### src/rtl/cv32e40p_instr_obi_arbiter.sv
// cv32e40p_instr_obi_arbiter
// Two-requester OBI instruction-fetch arbiter onto one memory port.
// m0 = core prefetch, m1 = debug/aux fetch. Responses return in order and
// are routed back through an ID FIFO that is MAX_OUTSTANDING entries deep.
// Optional feature: define CV32E40P_INSTR_ARB_RR_EN for round-robin
// arbitration. Without it, m0 always has priority over m1.
// Grant, rvalid and request paths are combinational because OBI needs
// same-cycle handshakes. protocol_err_o is registered, so it pulses on the
// cycle after the unexpected rvalid.
module cv32e40p_instr_obi_arbiter #(
    parameter int MAX_OUTSTANDING = 2
) (
    input  logic        clk,
    input  logic        rst_n,
    input  logic        m0_req_i,
    input  logic [31:0] m0_addr_i,
    output logic        m0_gnt_o,
    output logic        m0_rvalid_o,
    output logic [31:0] m0_rdata_o,
    output logic        m0_err_o,
    input  logic        m1_req_i,
    input  logic [31:0] m1_addr_i,
    output logic        m1_gnt_o,
    output logic        m1_rvalid_o,
    output logic [31:0] m1_rdata_o,
    output logic        m1_err_o,
    output logic        instr_req_o,
    output logic [31:0] instr_addr_o,
    input  logic        instr_gnt_i,
    input  logic        instr_rvalid_i,
    input  logic [31:0] instr_rdata_i,
    input  logic        instr_err_i,
    output logic        busy_o,
    output logic        protocol_err_o
);

    localparam int CW = $clog2(MAX_OUTSTANDING + 1);
    localparam int PW = (MAX_OUTSTANDING > 1) ? $clog2(MAX_OUTSTANDING) : 1;
    localparam logic [CW-1:0] COUNT_MAX = CW'(MAX_OUTSTANDING);
    localparam logic [PW-1:0] PTR_LAST  = PW'(MAX_OUTSTANDING - 1);

    logic [CW-1:0] r_count;
    logic [PW-1:0] r_wptr;
    logic [PW-1:0] r_rptr;
    logic          r_fifo_id [MAX_OUTSTANDING];
    logic          r_locked;
    logic          r_lock_id;
    logic          r_protocol_err;
`ifdef CV32E40P_INSTR_ARB_RR_EN
    logic          r_last;
`endif

    logic          w_owner;
    logic          w_owner_req;
    logic          w_empty;
    logic          w_pop;
    logic          w_room;
    logic          w_issue;
    logic          w_accept;
    logic          w_head;

    // Advance a FIFO pointer and wrap it at the configured depth.
    function automatic logic [PW-1:0] ptr_inc(input logic [PW-1:0] p);
        if (p == PTR_LAST) begin
            return {PW{1'b0}};
        end else begin
            return p + PW'(1);
        end
    endfunction

    // Pick the owner. A locked owner is kept; otherwise arbitrate among the active requesters.
    always_comb begin
        w_owner = 1'b0;
        if (r_locked) begin
            w_owner = r_lock_id;
        end else if (m0_req_i && m1_req_i) begin
`ifdef CV32E40P_INSTR_ARB_RR_EN
            w_owner = ~r_last;
`else
            w_owner = 1'b0;
`endif
        end else if (m1_req_i) begin
            w_owner = 1'b1;
        end else begin
            w_owner = 1'b0;
        end
    end

    assign w_owner_req = w_owner ? m1_req_i : m0_req_i;
    assign w_empty     = (r_count == {CW{1'b0}});
    assign w_pop       = instr_rvalid_i & ~w_empty & rst_n;
    // Issue is allowed at full capacity when a response frees a slot in the same cycle.
    assign w_room      = (r_count != COUNT_MAX) | w_pop;
    assign w_issue     = rst_n & w_owner_req & w_room;
    assign w_accept    = w_issue & instr_gnt_i;
    assign w_head      = r_fifo_id[r_rptr];

    assign instr_req_o    = w_issue;
    assign instr_addr_o   = w_owner ? m1_addr_i : m0_addr_i;
    assign m0_gnt_o       = w_accept & ~w_owner;
    assign m1_gnt_o       = w_accept & w_owner;
    assign m0_rvalid_o    = w_pop & ~w_head;
    assign m1_rvalid_o    = w_pop & w_head;
    assign m0_rdata_o     = instr_rdata_i;
    assign m1_rdata_o     = instr_rdata_i;
    assign m0_err_o       = instr_err_i;
    assign m1_err_o       = instr_err_i;
    assign busy_o         = (r_count != {CW{1'b0}}) | m0_req_i | m1_req_i;
    assign protocol_err_o = r_protocol_err;

    // Outstanding counter. Saturating guards keep it inside 0..MAX_OUTSTANDING.
    always_ff @(posedge clk or negedge rst_n) begin
        if (!rst_n) begin
            r_count <= {CW{1'b0}};
        end else begin
            case ({w_accept, w_pop})
                2'b10:   if (r_count != COUNT_MAX) r_count <= r_count + CW'(1);
                2'b01:   if (r_count != {CW{1'b0}}) r_count <= r_count - CW'(1);
                default: r_count <= r_count;
            endcase
        end
    end

    // In-order ID FIFO: push the owner on an accepted request, pop on a response.
    always_ff @(posedge clk or negedge rst_n) begin
        if (!rst_n) begin
            r_wptr <= {PW{1'b0}};
            r_rptr <= {PW{1'b0}};
            for (int i = 0; i < MAX_OUTSTANDING; i++) begin
                r_fifo_id[i] <= 1'b0;
            end
        end else begin
            if (w_accept) begin
                r_fifo_id[r_wptr] <= w_owner;
                r_wptr            <= ptr_inc(r_wptr);
            end
            if (w_pop) begin
                r_rptr <= ptr_inc(r_rptr);
            end
        end
    end

    // Hold the owner while its request is issued but not yet granted.
    always_ff @(posedge clk or negedge rst_n) begin
        if (!rst_n) begin
            r_locked  <= 1'b0;
            r_lock_id <= 1'b0;
        end else if (w_issue && !instr_gnt_i) begin
            r_locked  <= 1'b1;
            r_lock_id <= w_owner;
        end else begin
            r_locked  <= 1'b0;
            r_lock_id <= r_lock_id;
        end
    end

    // Flag a response that arrives with nothing outstanding, as a one-cycle pulse.
    always_ff @(posedge clk or negedge rst_n) begin
        if (!rst_n) begin
            r_protocol_err <= 1'b0;
        end else begin
            r_protocol_err <= instr_rvalid_i & w_empty;
        end
    end

`ifdef CV32E40P_INSTR_ARB_RR_EN
    // Remember the last granted requester. It resets to m1 so that m0 wins the first conflict.
    always_ff @(posedge clk or negedge rst_n) begin
        if (!rst_n) begin
            r_last <= 1'b1;
        end else if (w_accept) begin
            r_last <= w_owner;
        end else begin
            r_last <= r_last;
        end
    end
`endif

endmodule

### config.mk
export PLATFORM = sky130hd
export DESIGN_NAME = cv32e40p_instr_obi_arbiter
export DESIGN_NICKNAME = d
export VERILOG_FILES = /design/src/rtl/cv32e40p_instr_obi_arbiter.sv
export SDC_FILE = /design/constraint.sdc
export NUM_CORES = 1
export LEC_CHECK = 0
export CORE_MARGIN = 2
export CORE_UTILIZATION = 24
export CTS_CLUSTER_SIZE = 24
export DETAILED_ROUTE_END_ITERATION = 10
export PLACE_DENSITY = 0.86
export SLEW_MARGIN = 20
export SYNTH_ARGS = -nofsm -noshare
export SYNTH_HDL_FRONTEND = slang
export SYNTH_SLANG_ARGS = --single-unit
export TNS_END_PERCENT = 10
### constraint.sdc
create_clock -name clk -period 1.7 [get_ports clk]
set_input_delay 0.17 -clock clk [delete_from_list [all_inputs] [get_ports clk]]
set_output_delay 0.17 -clock clk [all_outputs]
set_load 0.02 [all_outputs]
==> results.sh <==
export IMPL_status="finished, violations left"
export IMPL_violations="negative setup slack"
export IMPL_maxCapViolCount=0
export IMPL_nFillCells=598
export IMPL_highest_layer="met4"
export IMPL_synth_avg_cell_area_um2=9.551
export IMPL_clockBufferDepth=2
export IMPL_rows=28
export IMPL_hold_viol=0
export IMPL_path_max_fanout=6
export IMPL_fin_skew_ns=0.0002598
export IMPL_die_w_um=81.26
export IMPL_synth_top_area_cell="buf_4"
export IMPL_start_kind="flop"
export IMPL_layout_setup_ws_ns=-0.2388
export IMPL_numCtsBuffers=3
export IMPL_final_min_clock_period_ns=1.939
export IMPL_fmax_mhz=515.8
export IMPL_dp_hpwl_um=3296
export IMPL_cpMostUsedCell="buf_12"
export IMPL_ir_worst_vdd_mv=0.2650
export IMPL_clock_latency_ns=0.23
export IMPL_die_h_um=81.26
export IMPL_core_area_mm2=0.005851
export IMPL_syn_area_mm2=0.001433
export IMPL_synth_edf_count=0
export IMPL_netlist_area_leader_share=0.3459
export IMPL_placedCellCount=284
export IMPL_antenna_found_initial=0
export IMPL_cp_top_family="flip-flops"
export IMPL_grt_first_pass_wirelength_um=5347
export IMPL_setup_worst_path_class="reg2out"
export IMPL_grt_max_degree=28
export IMPL_area_sequential_um2=226.5
export IMPL_ctsRootBufferMaster="clkbuf_8"
export IMPL_worstMarginPinSlew_ns=0.3978
export IMPL_grt_overflow_total=0
export IMPL_vias=1258
export IMPL_drtIter0Drc=50
export IMPL_track_usage=0.1041
export IMPL_final_common_cell="clkdlybuf4s50_1"
export IMPL_async_flop_share=1.000
export IMPL_portBuffers=108
export IMPL_final_cells=301
export IMPL_synthTopCellsByArea="buf_4 (35%), mux2_2 (24%), dfrtp_1 (16%), mux2i_1 (2.8%), buf_6 (2.4%)"
export IMPL_crit_slowest_cell="dfrtp_2"
export IMPL_syn_nets=253
export IMPL_areaGrowthSynthToFinish_pct=74.06
export IMPL_rsz0062_at_grt="true"
export IMPL_ioPinCount=208
export IMPL_remaining_drc_errors=0
export IMPL_met2_length_um=2331
export IMPL_die_area_mm2=0.006603
export IMPL_crit_chain="nor3b_4 -> a21oi_4 -> buf_12 -> buf_12 -> mux2_2 -> buf_2"
export IMPL_ys_seq_area_frac=0.1572
export IMPL_required_ns=1.53
export IMPL_cts_tree="yes"
export IMPL_routed_wl_um=4545
export IMPL_num_nets_final=330
export IMPL_htreeDepth=1
export IMPL_finalPower_uw=1802
export IMPL_maxSlewHeadroom=0.7314
export IMPL_wl_per_cell_um=15.10
export IMPL_wl_met3_um=362
export IMPL_hp_class="in2async"
export IMPL_timing_final_crit_share=1.140
export IMPL_ant_nets=0
export IMPL_dr_pass1_iters=2
export IMPL_cp_buffers_inverters=3
export IMPL_yosys_warnings=0
export IMPL_gp_congestion=0.7719
export IMPL_clk_pin_slew_ns=0.04
export IMPL_grt_pass1_vias=1191
export IMPL_crit_arrival_ns=1.77
export IMPL_ys_seq_elements=9
export IMPL_start_util=0.2449
export IMPL_cp_end_kind="output pin"
export IMPL_power_density_mw_per_mm2=722.7
export IMPL_diodes=0
export IMPL_met1_length_um=1769
export IMPL_synth_distinct_cells=32
export IMPL_cts_hold_buf=0
export IMPL_most_common_layout_cells="clkdlybuf4s50_1 (68), buf_4 (25), buf_6 (23)"
export IMPL_viasPerCell=4.179
export IMPL_clock_sinks=9
export IMPL_fin_area_mm2=0.002494
export IMPL_drive_above_1_share=0.5088
export IMPL_multi_input_area_um2=755.7
export IMPL_cpPeakStageDelay_ns=0.43
export IMPL_p_leak_uw=0.001129
export IMPL_slew_viol_final=0
export IMPL_ys_flop_type="dfrtp_1"
export IMPL_setup_viol_count_final=34
export IMPL_dpl_instance_area_mm2=0.002247
export IMPL_synth_cells=150
## through the flow
step	setup slack, ns	hold WS, ns	util	TNS, ns
after floorplan	0.1032	-0.1256	-	0
after global placement	-0.5393	0.3402	0.3841	-17.19
after detailed placement	-0.5712	0.3402	0.3841	-18.41
after CTS	-0.3124	0.2493	0.3678	-5.677
after global routing	-0.2955	0.2885	0.4262	-8.329
final	-0.2388	0.2754	0.4262	-6.256
## cells by family after synthesis
group,after synthesis,share of synthesized area
AO/OA/AOI/OAI,6,0.04978
XOR/XNOR,4,0.02446
buffers and inverters,73,0.3799
flip-flops,9,0.1572
multiplexers,36,0.2795
AND/OR/NAND/NOR,22,0.1092
## Yosys cell counts, types with 2 or more instances
master,count
a21oi_4,2
buf_4,66
buf_6,3
dfrtp_1,9
inv_1,4
mux2_2,31
mux2i_1,4
nand2_1,2
nand2b_1,2
nor4_1,2
or4_1,2
xnor2_1,2
xor2_1,2
## sequential cells by signal (all words and copies together) (netlist names)
register	count
r_fifo_id	2
r_count	2
r_rptr	1
r_locked	1
r_wptr	1
r_lock_id	1
protocol_err_o	1
## routing by layer
layer  up-vias  global-route usage
met5         -                   0
met4         0             0.05424
met3        11             0.02667
met2        58              0.1689
met1       590              0.1259
li1        599                   -
## area by class of cell
cell class / count / share of cell area
tap: 75 / 0.03763
clock buffer: 4 / 0.01806
inverter: 4 / 0.006021
timing repair buffer: 141 / 0.5444
sequential: 9 / 0.09082
multi-input combinational: 68 / 0.3031
## path summary, 6_finish.rpt
path / start / to / slack (ns) / cells after the start
worst max-delay path: r_locked$_DFF_PN0_ / instr_addr_o[1] / -0.24 / 6
worst min-delay path: rst_n / r_rptr$_DFFE_PN0P_ / 0.28 / 2
worst max register to register: r_locked$_DFF_PN0_ / r_count[1]$_DFFE_PN0P_ / 0.10 / 6
worst min register to register: r_wptr$_DFFE_PN0N_ / r_wptr$_DFFE_PN0N_ / 0.48 / 1
max in group asynchronous: rst_n / r_locked$_DFF_PN0_ / 1.16 / 3
min in group clk: instr_rdata_i[27] / m0_rdata_o[27] / 0.34 / 0
## worst register-to-register path, cell delays in order (launching register included)
cell,delay (ns)
dfrtp_2,0.45
buf_4,0.15
nand2b_2,0.08
a21oi_4,0.09
buf_4,0.15
or4_1,0.53
o211ai_2,0.09
## power breakdown
part           switching (uW)  total, uW  internal (uW)  leakage, uW
logic                     488       1180            695     0.000995
registers                64.2        368            304     0.000112
clock network            88.1        252            164    0.0000228
total                     640       1800           1160      0.00113
## repair_timing
item | 4_1_cts | 5_1_grt
cloned | 0 | 4
resized for setup | 127 | 88
endpoints found under the setup margin | 38 | 37
pin swaps | 0 | 2
buffers inserted | 0 | 9
(Power assumes the default switching activity.)
